## config.mk

```make
export PLATFORM = sky130hd
export DESIGN_NAME = sram_arbiter_flat
export DESIGN_NICKNAME = d
export VERILOG_FILES = /design/src/rtl/sram_arbiter_if.sv /design/src/rtl/sram_arbiter.sv /design/src/flat_wrapper.sv
export SDC_FILE = /design/constraint.sdc
export NUM_CORES = 1
export LEC_CHECK = 0
export ABC_AREA = 1
export BUFFER_PORTS_ARGS = -buffer_cell sky130_fd_sc_hd__buf_2
export CORE_ASPECT_RATIO = 1.1
export CORE_MARGIN = 2
export CORE_UTILIZATION = 51
export DETAILED_ROUTE_END_ITERATION = 10
export GPL_ROUTABILITY_DRIVEN = 0
export PLACE_DENSITY = 0.85
export SKIP_CTS_REPAIR_TIMING = 1
export SYNTH_ARGS = -nofsm -noshare
export SYNTH_HDL_FRONTEND = slang
export SYNTH_SLANG_ARGS = --single-unit
```

## constraint.sdc

```tcl
create_clock -name clk -period 2.65 [get_ports clk]
set_clock_uncertainty 0.2 [all_clocks]
set_input_delay 0.795 -clock clk [delete_from_list [all_inputs] [get_ports clk]]
set_output_delay 0.795 -clock clk [all_outputs]
set_load 0.005 [all_outputs]
```

## src/rtl/sram_arbiter_if.sv

```systemverilog
// sram_arbiter_if: requester-side bus shared by the logger (port 0) and SPI host (port 1).
interface sram_arbiter_if #(
    parameter int ADDR_W = 17,
    parameter int DATA_W = 8
);
    logic              req0, req1, we0, we1;
    logic [ADDR_W-1:0] addr0, addr1;
    logic [DATA_W-1:0] wdata0, wdata1;
    logic              ack0, ack1, busy;
    logic [DATA_W-1:0] rdata;
    modport master (
        output req0, req1, we0, we1, addr0, addr1, wdata0, wdata1,
        input  ack0, ack1, busy, rdata
    );
    modport slave (
        input  req0, req1, we0, we1, addr0, addr1, wdata0, wdata1,
        output ack0, ack1, busy, rdata
    );
endinterface

```

## src/rtl/sram_arbiter.sv

```systemverilog
// sram_arbiter: round-robin two-port arbiter driving an async SRAM through setup, strobe and hold phases.
module sram_arbiter #(
    parameter int ADDR_W        = 17,
    parameter int DATA_W        = 8,
    parameter int STROBE_CYCLES = 2
) (
    input  logic              clk,
    input  logic              rstn,
    sram_arbiter_if.slave     bus,
    output logic [ADDR_W-1:0] addr,
    output logic              cen,
    output logic              oen,
    output logic              wen,
    output logic [DATA_W-1:0] dq_o,
    output logic              dq_oe,
    input  logic [DATA_W-1:0] dq_i
);
    typedef enum logic [1:0] {IDLE, SETUP, STROBE, HOLD} state_t;
    state_t            state, state_n;
    logic              last_gnt, last_gnt_n, gnt, gnt_n, pick, we_r, we_n;
    logic              cen_n, oen_n, wen_n, dq_oe_n;
    logic              ack0, ack0_n, ack1, ack1_n, busy, busy_n;
    logic [3:0]        cnt, cnt_n;
    logic [ADDR_W-1:0] addr_n;
    logic [DATA_W-1:0] dq_o_n, rdata, rdata_n;
    assign bus.ack0  = ack0;
    assign bus.ack1  = ack1;
    assign bus.busy  = busy;
    assign bus.rdata = rdata;
    // on a tie the port that was not served last wins
    assign pick = (bus.req0 && bus.req1) ? ~last_gnt : bus.req1;
    always_comb begin
        state_n    = state;
        last_gnt_n = last_gnt;
        gnt_n      = gnt;
        we_n       = we_r;
        cnt_n      = cnt;
        addr_n     = addr;
        dq_o_n     = dq_o;
        cen_n      = cen;
        oen_n      = oen;
        wen_n      = wen;
        dq_oe_n    = dq_oe;
        rdata_n    = rdata;
        ack0_n     = 1'b0;
        ack1_n     = 1'b0;
        unique case (state)
            IDLE: if (bus.req0 || bus.req1) begin
                gnt_n      = pick;
                last_gnt_n = pick;
                we_n       = pick ? bus.we1 : bus.we0;
                addr_n     = pick ? bus.addr1 : bus.addr0;
                dq_o_n     = pick ? bus.wdata1 : bus.wdata0;
                cen_n      = 1'b0;
                dq_oe_n    = pick ? bus.we1 : bus.we0;
                state_n    = SETUP;
            end
            SETUP: begin
                wen_n   = ~we_r;
                oen_n   = we_r;
                cnt_n   = 4'(STROBE_CYCLES - 1);
                state_n = STROBE;
            end
            STROBE: if (cnt != 4'd0) cnt_n = cnt - 4'd1;
            else begin
                oen_n   = 1'b1;
                wen_n   = 1'b1;
                rdata_n = we_r ? rdata : dq_i;
                ack0_n  = ~gnt;
                ack1_n  = gnt;
                state_n = HOLD;
            end
            HOLD: begin
                cen_n   = 1'b1;
                dq_oe_n = 1'b0;
                state_n = IDLE;
            end
            default: state_n = IDLE;
        endcase
        busy_n = state_n != IDLE;
    end
    always_ff @(posedge clk or negedge rstn) begin
        if (!rstn) begin
            state    <= IDLE;
            last_gnt <= 1'b1;
            gnt      <= 1'b0;
            we_r     <= 1'b0;
            cnt      <= '0;
            addr     <= '0;
            dq_o     <= '0;
            rdata    <= '0;
            cen      <= 1'b1;
            oen      <= 1'b1;
            wen      <= 1'b1;
            dq_oe    <= 1'b0;
            ack0     <= 1'b0;
            ack1     <= 1'b0;
            busy     <= 1'b0;
        end else begin
            state    <= state_n;
            last_gnt <= last_gnt_n;
            gnt      <= gnt_n;
            we_r     <= we_n;
            cnt      <= cnt_n;
            addr     <= addr_n;
            dq_o     <= dq_o_n;
            rdata    <= rdata_n;
            cen      <= cen_n;
            oen      <= oen_n;
            wen      <= wen_n;
            dq_oe    <= dq_oe_n;
            ack0     <= ack0_n;
            ack1     <= ack1_n;
            busy     <= busy_n;
        end
    end
endmodule

```

## src/flat_wrapper.sv

```systemverilog
// flat-port wrapper written by rule: the top's interface ports become plain ports
module sram_arbiter_flat 
#(
    parameter int ADDR_W        = 17,
    parameter int DATA_W        = 8,
    parameter int STROBE_CYCLES = 2
)
  (clk, rstn, addr, cen, oen, wen, dq_o, dq_oe, dq_i, bus_req0, bus_req1, bus_we0, bus_we1, bus_addr0, bus_addr1, bus_wdata0, bus_wdata1, bus_ack0, bus_ack1, bus_busy, bus_rdata);
  sram_arbiter_if #(.ADDR_W(ADDR_W), .DATA_W(DATA_W)) bus_i ();
  input  logic clk;
  input  logic rstn;
  output logic [ADDR_W-1:0] addr;
  output logic cen;
  output logic oen;
  output logic wen;
  output logic [DATA_W-1:0] dq_o;
  output logic dq_oe;
  input  logic [DATA_W-1:0] dq_i;
  input wire logic [$bits(bus_i.req0)-1:0] bus_req0;
  input wire logic [$bits(bus_i.req1)-1:0] bus_req1;
  input wire logic [$bits(bus_i.we0)-1:0] bus_we0;
  input wire logic [$bits(bus_i.we1)-1:0] bus_we1;
  input wire logic [$bits(bus_i.addr0)-1:0] bus_addr0;
  input wire logic [$bits(bus_i.addr1)-1:0] bus_addr1;
  input wire logic [$bits(bus_i.wdata0)-1:0] bus_wdata0;
  input wire logic [$bits(bus_i.wdata1)-1:0] bus_wdata1;
  output wire logic [$bits(bus_i.ack0)-1:0] bus_ack0;
  output wire logic [$bits(bus_i.ack1)-1:0] bus_ack1;
  output wire logic [$bits(bus_i.busy)-1:0] bus_busy;
  output wire logic [$bits(bus_i.rdata)-1:0] bus_rdata;
  assign bus_i.req0 = bus_req0;
  assign bus_i.req1 = bus_req1;
  assign bus_i.we0 = bus_we0;
  assign bus_i.we1 = bus_we1;
  assign bus_i.addr0 = bus_addr0;
  assign bus_i.addr1 = bus_addr1;
  assign bus_i.wdata0 = bus_wdata0;
  assign bus_i.wdata1 = bus_wdata1;
  assign bus_ack0 = bus_i.ack0;
  assign bus_ack1 = bus_i.ack1;
  assign bus_busy = bus_i.busy;
  assign bus_rdata = bus_i.rdata;
  sram_arbiter #(.ADDR_W(ADDR_W), .DATA_W(DATA_W), .STROBE_CYCLES(STROBE_CYCLES)) u_core (.clk(clk), .rstn(rstn), .bus(bus_i), .addr(addr), .cen(cen), .oen(oen), .wen(wen), .dq_o(dq_o), .dq_oe(dq_oe), .dq_i(dq_i));
endmodule
```

==> results of run 1 <==
==> critical path, delay by kind of cell (launching register included) <==
kind | cells | cell delay, ps
flip-flops | 1 | 420
AND/OR/NAND/NOR | 3 | 840
adder cells (fa/ha/maj) | 1 | 290
buffers and inverters | 2 | 290
==> through the flow <==
step	hold slack, ps	utilization, %	area [um^2]
floorplan	203	-	2430
global placement	226	63.9	2950
detailed placement	235	63.9	2950
CTS	240	65.9	3040
global route	254	65.9	3040
finish	240	65.9	3040
==> cell type report <==
| type | count | area, um^2 |
|---|---|---|
| Inverter | 21 | 78.8 |
| Tap cell | 56 | 70.1 |
| Fill cell | 400 | 1580 |
| Sequential cell | 49 | 1230 |
| Timing Repair Buffer | 106 | 551 |
| Clock buffer | 5 | 68.8 |
| Clock inverter | 3 | 21.3 |
| Multi-Input combinational cell | 224 | 1020 |
==> worst max path at each step <==
stage	slack (ps)	to	startpoint
2_1_floorplan	970	u_core.addr[10]	bus_req1
3_3_place_gp	420	u_core.cen	bus_req1
3_5_place_dp	320	u_core.bus.busy	bus_req1
4_1_cts	560	u_core.bus.busy	u_core.state[0]
5_1_grt	400	u_core.bus.busy	u_core.state[0]
6_report	560	u_core.bus.busy	u_core.state[0]
==> registers in the layout (all words and copies together), names as in the netlist <==
signal	flops
u_core.dq_o	8
u_core.state	2
u_core.gnt	1
u_core.oen	1
u_core.addr	17
u_core.bus.rdata	8
u_core.bus.ack1	1
u_core.wen	1
u_core.cnt	4
u_core.dq_oe	1
u_core.we_r	1
u_core.cen	1
u_core.last_gnt	1
u_core.bus.ack0	1
u_core.bus.busy	1
==> layer usage <==
metal / routed length, um / vias to the layer above
li1: - / 1157
met1: 2440 / 1081
met2: 2780 / 89
met3: 460 / 7
met4: 77 / 0
met5: 0 / -
==> cell families (layout without fill, tap and decap cells) <==
| kind of cell | after synthesis | count (layout) | share of synthesized area (%) |
|---|---|---|---|
| buf+inv | 34 | 135 | 7.40 |
| flops | 49 | 49 | 50.6 |
| compound gates | 20 | 20 | 4.78 |
| simple gates | 197 | 197 | 33.8 |
| xor+xnor | 1 | 1 | 0.360 |
| fa+ha+maj | 6 | 6 | 3.08 |
==> power by group <==
| group | switching [mW] | internal (mW) |
|---|---|---|
| logic | 0.796 | 0.553 |
| clock network | 0.258 | 0.188 |
| registers | 0.200 | 1.12 |
==> cells in the final DEF (no fill, tap or decap) <==
cell type     n
dfrtp_1      45
nor2_1        5
o21ai_0      16
o21ai_4       1
clkinv_2      1
clkbuf_8      5
nand2_1     151
nor2_2        1
o211ai_1      2
nand3b_1      1
nand3_1      34
clkinvlp_4    1
a21oi_1       1
nand4_1       1
dfstp_2       4
nand2_4       2
buf_4         2
buf_2       103
inv_6         1
buf_12        1
inv_1        21
nor2_4        1
xnor2_1       1
ha_1          6
nand4_2       1
==> impl_metrics.json, run 1 <==
{
  "status": "finished, final reports clean",
  "use_met3_pct": 6.61,
  "p_per_area_nw_per_um2": 1020,
  "route.vias.total": 2334,
  "instances_no_fill": 464,
  "track_usage_pct": 22.3,
  "synth_cell_types": 21,
  "dp_hpwl_mm": 4.22,
  "hold_violations": 0,
  "r2r-end": "u_core.bus.busy",
  "antenna_found_initial": 0,
  "start_kind": "flip-flop",
  "cp.required_ps": 2700,
  "num_rows": 26,
  "syn_area_um2": 2430,
  "synth_top_area_share_pct": 46.3,
  "top_usage_layer": "met2",
  "r2r_cells": 6,
  "synth_flop_cell": "dfrtp_1",
  "port-buffer-count": 103,
  "rrSetupSlack_ps": 560,
  "hold_end": "u_core.bus.ack0",
  "cts_tree": "yes",
  "max_stage_delay_ps": 570,
  "layout_setup_ws_ps": 564,
  "drv_cap": 0,
  "rsz0062_at_grt": "no",
  "setup_viol": 0,
  "yosysWarnings": 0,
  "ys_seq_area_share_pct": 50.6,
  "synthArstFlopShare_pct": 100,
  "ys_top_cells_by_count": "nand2_1, dfrtp_1, nand3_1, inv_1, o21ai_0",
  "pre_cts_ws_ps": 322,
  "slew_headroom_pct": 55.8,
  "crit_fanout": 31,
  "htreeDepth": 2,
  "synth_seq_cells": 49,
  "hold_class": "flip-flop to flip-flop",
  "whs_path_depth": 1,
  "grt_use_met1_pct": 28.3,
  "drt_iter0_drc": 76,
  "syn_nets": 377,
  "clkLatencyLatePin_ps": 300,
  "total_power_mw": 3.12,
  "yosysTopAreaCell": "dfrtp_1",
  "grt_pass1_wl_mm": 9.63,
  "r2r-start": "u_core.state[0]",
  "yosysMostFrequentCell": "nand2_1",
  "clkTransAtPathRegs_ps": 100,
  "die_h_um": 76.5,
  "drt-total-wl_mm": 5.76,
  "worst_slew_pin_slew_ps": 661,
  "dp.cells": 456,
  "vias_per_cell": 5.03,
  "dieArea_um2": 5340,
  "crit_path_end_kind": "flip-flop",
  "overflow": 0,
  "post_drt_wl_per_cell_um": 12.4,
  "finalCritPeriodShare_pct": 78.7,
  "synth_edf_count": 0,
  "grt_pass1_vias": 2214,
  "setup-tns-final_ps": 0,
  "cts-buffers-inserted": 5,
  "die_w_um": 69.9,
  "grt_max_degree": 32,
  "core_area_um2": 4620,
  "root_buffer": "clkbuf_8",
  "ir_drop_mv": 0.579,
  "layout-drive-gt1-share_pct": 30.4,
  "leakage_nw": 1.83,
  "area_delta_synth_final_pct": 25.0,
  "start_util_pct": 52.7,
  "cts_max_path_buffers": 2,
  "syn_area_per_cell_um2": 7.93,
  "antenna_cells": 0,
  "path_class": "flip-flop to flip-flop",
  "syn_inst": 307,
  "drc": 0,
  "fin_crit_ps": 2090,
  "synthTopCellsByArea": "dfrtp_1, nand2_1, nand3_1",
  "path_cells": "inv_1 -> ha_1 -> inv_1 -> nor2_4 -> nor2_1 -> nand3b_1",
  "nets": 477,
  "num_io_pins": 104,
  "crit_path_frequent_cell": "inv_1",
  "use_met2_pct": 36.9,
  "firstDrtPassIters": 4,
  "hp-start": "u_core.gnt",
  "final_antenna_net_count": 0,
  "critPathArrivalTime_ps": 2130,
  "cts_sinks": 49,
  "slowest_stage": "nor2_4",
  "clock.fmax_mhz": 479,
  "slew_violations": 0
}
No activity file was read; power rests on OpenSTA's default activity.
==> inputs of run 2 (changes only) <==
--- a/config.mk
+++ b/config.mk
@@ -9,10 +9,10 @@
 export BUFFER_PORTS_ARGS = -buffer_cell sky130_fd_sc_hd__buf_2
 export CORE_ASPECT_RATIO = 1.1
 export CORE_MARGIN = 2
-export CORE_UTILIZATION = 51
+export CORE_UTILIZATION = 48
 export DETAILED_ROUTE_END_ITERATION = 10
 export GPL_ROUTABILITY_DRIVEN = 0
-export PLACE_DENSITY = 0.85
+export PLACE_DENSITY = 0.8
 export SKIP_CTS_REPAIR_TIMING = 1
 export SYNTH_ARGS = -nofsm -noshare
 export SYNTH_HDL_FRONTEND = slang
==> constraint.sdc (replaced) <==
create_clock -name clk -period 2 [get_ports clk]
set_clock_uncertainty 0.2 [all_clocks]
set_input_delay 0.6 -clock clk [delete_from_list [all_inputs] [get_ports clk]]
set_output_delay 0.6 -clock clk [all_outputs]
set_load 0.005 [all_outputs]
==> run 2 against run 1 <==
Combinational power up 39%. Non-clock buffer count is 6 higher. Critical endpoint is now u_core.we_r. Via count grew 0.99%. Setup slack got worse by 350 ps. Worst hold slack got worse by 220 ps.
==> impl_metrics.json, run 2 (same netlist as run 1, synthesis figures left out) <==
{
  "drv_cap": 0,
  "nets": 483,
  "core_area_um2": 4930,
  "layout_setup_ws_ps": 214,
  "use_met3_pct": 6.42,
  "fin_crit_ps": 1790,
  "die_w_um": 71.9,
  "cts_max_path_buffers": 2,
  "num_io_pins": 104,
  "largestRegisters": "u_core.addr (17), u_core.bus.rdata (8), u_core.dq_o (8)",
  "drt_iter0_drc": 80,
  "area_delta_synth_final_pct": 28.6,
  "cts_sinks": 49,
  "rsz0062_at_grt": "no",
  "root_buffer": "clkbuf_8",
  "track_usage_pct": 21.6,
  "overflow": 0,
  "total_power_mw": 4.35,
  "grt_use_met1_pct": 25.0,
  "antenna_cells": 0,
  "status": "finished, final reports clean",
  "cts-buffers-inserted": 5,
  "num_rows": 27,
  "dieArea_um2": 5660,
  "final_antenna_net_count": 0,
  "drc": 0,
  "path_class": "flip-flop to flip-flop",
  "dp_hpwl_mm": 4.59,
  "vias_per_cell": 4.99,
  "cp.required_ps": 2020,
  "drt-total-wl_mm": 6.03,
  "start_kind": "flip-flop",
  "worst_slew_pin_slew_ps": 444,
  "leakage_nw": 1.88,
  "antenna_found_initial": 0,
  "die_h_um": 78.7,
  "final_common_cell": "nand2_1",
  "crit_fanout": 8,
  "dp.cells": 464,
  "htreeDepth": 2,
  "layout-drive-gt1-share_pct": 31.2,
  "p_per_area_nw_per_um2": 1390,
  "start_util_pct": 49.3,
  "clkTransAtPathRegs_ps": 90,
  "ir_drop_mv": 0.703,
  "finalCritPeriodShare_pct": 89.3,
  "port-buffer-count": 103,
  "clkLatencyLatePin_ps": 310,
  "regMostFlops": "u_core.addr",
  "largest_reg_flops": 17,
  "slew_headroom_pct": 70.4,
  "firstDrtPassIters": 4,
  "slew_violations": 0,
  "pre_cts_ws_ps": 217,
  "use_met2_pct": 39.0,
  "setup-tns-final_ps": 0,
  "setup_viol": 0,
  "grt_pass1_vias": 2203,
  "post_drt_wl_per_cell_um": 12.8,
  "grt_max_degree": 27,
  "clock.fmax_mhz": 560,
  "hold_violations": 0,
  "cts_tree": "yes",
  "grt_pass1_wl_mm": 9.63,
  "top_usage_layer": "met2",
  "critPathArrivalTime_ps": 1810,
  "final_cell_mix": "nand2_1, buf_2, dfrtp_1",
  "crit_path_end_kind": "flip-flop",
  "route.vias.total": 2357,
  "instances_no_fill": 472,
  "hold_class": "primary input to asynchronous set/reset pin"
}
==> run 2: cell type report <==
type                       instances  area [um^2]
fill                             438         1800
multi-input combinational        224         1020
timing repair buffer             112          608
clock buffer                       7         86.3
sequential                        49         1230
inverter                          21         78.8
tap                               58         72.6
clock inverter                     1         30.0
==> run 2: path summary, 6_finish.rpt <==
kind	from	endpoint	slack [ps]	cells past startpoint
min in group clk	u_core.gnt	u_core.bus.ack0	250	1
max in group asynchronous	rstn	u_core.last_gnt	1040	2
setup / recovery	u_core.state[0]	u_core.we_r	210	7
setup reg to reg	u_core.state[0]	u_core.we_r	210	7
hold reg to reg	u_core.gnt	u_core.bus.ack0	250	1
hold / removal	rstn	u_core.addr[10]	20	1
==> run 2: worst max-delay path, stage by stage (launching register included) <==
cell and delay (ps):
dfrtp_1 410, inv_1 110, ha_1 300, inv_1 160, nor2_4 200, buf_4 180, nand2_1 60, o21ai_0 80
==> run 2: metal layers <==
metal / routed length, um / vias up
li1: - / 1170
met1: 2330 / 1079
met2: 3090 / 102
met3: 564 / 6
met4: 49 / 0
met5: 0 / -
==> run 2: power by group <==
group          total [mW]  switching (mW)  internal (mW)  leakage, nW
Combinational        1.87            1.08          0.789         1.22
Clock               0.732           0.324          0.408       0.0585
Sequential           1.75           0.265           1.49        0.601
==> run 2: stage by stage <==
step / util [%] / hold slack (ps) / instance area (um^2)
2_1_floorplan: - / 104 / 2430
3_3_place_gp: 61.1 / 228 / 3010
3_5_place_dp: 61.1 / 225 / 3010
4_1_cts: 63.4 / 41.5 / 3130
5_1_grt: 63.4 / 44.8 / 3130
6_report: 63.4 / 20.8 / 3130
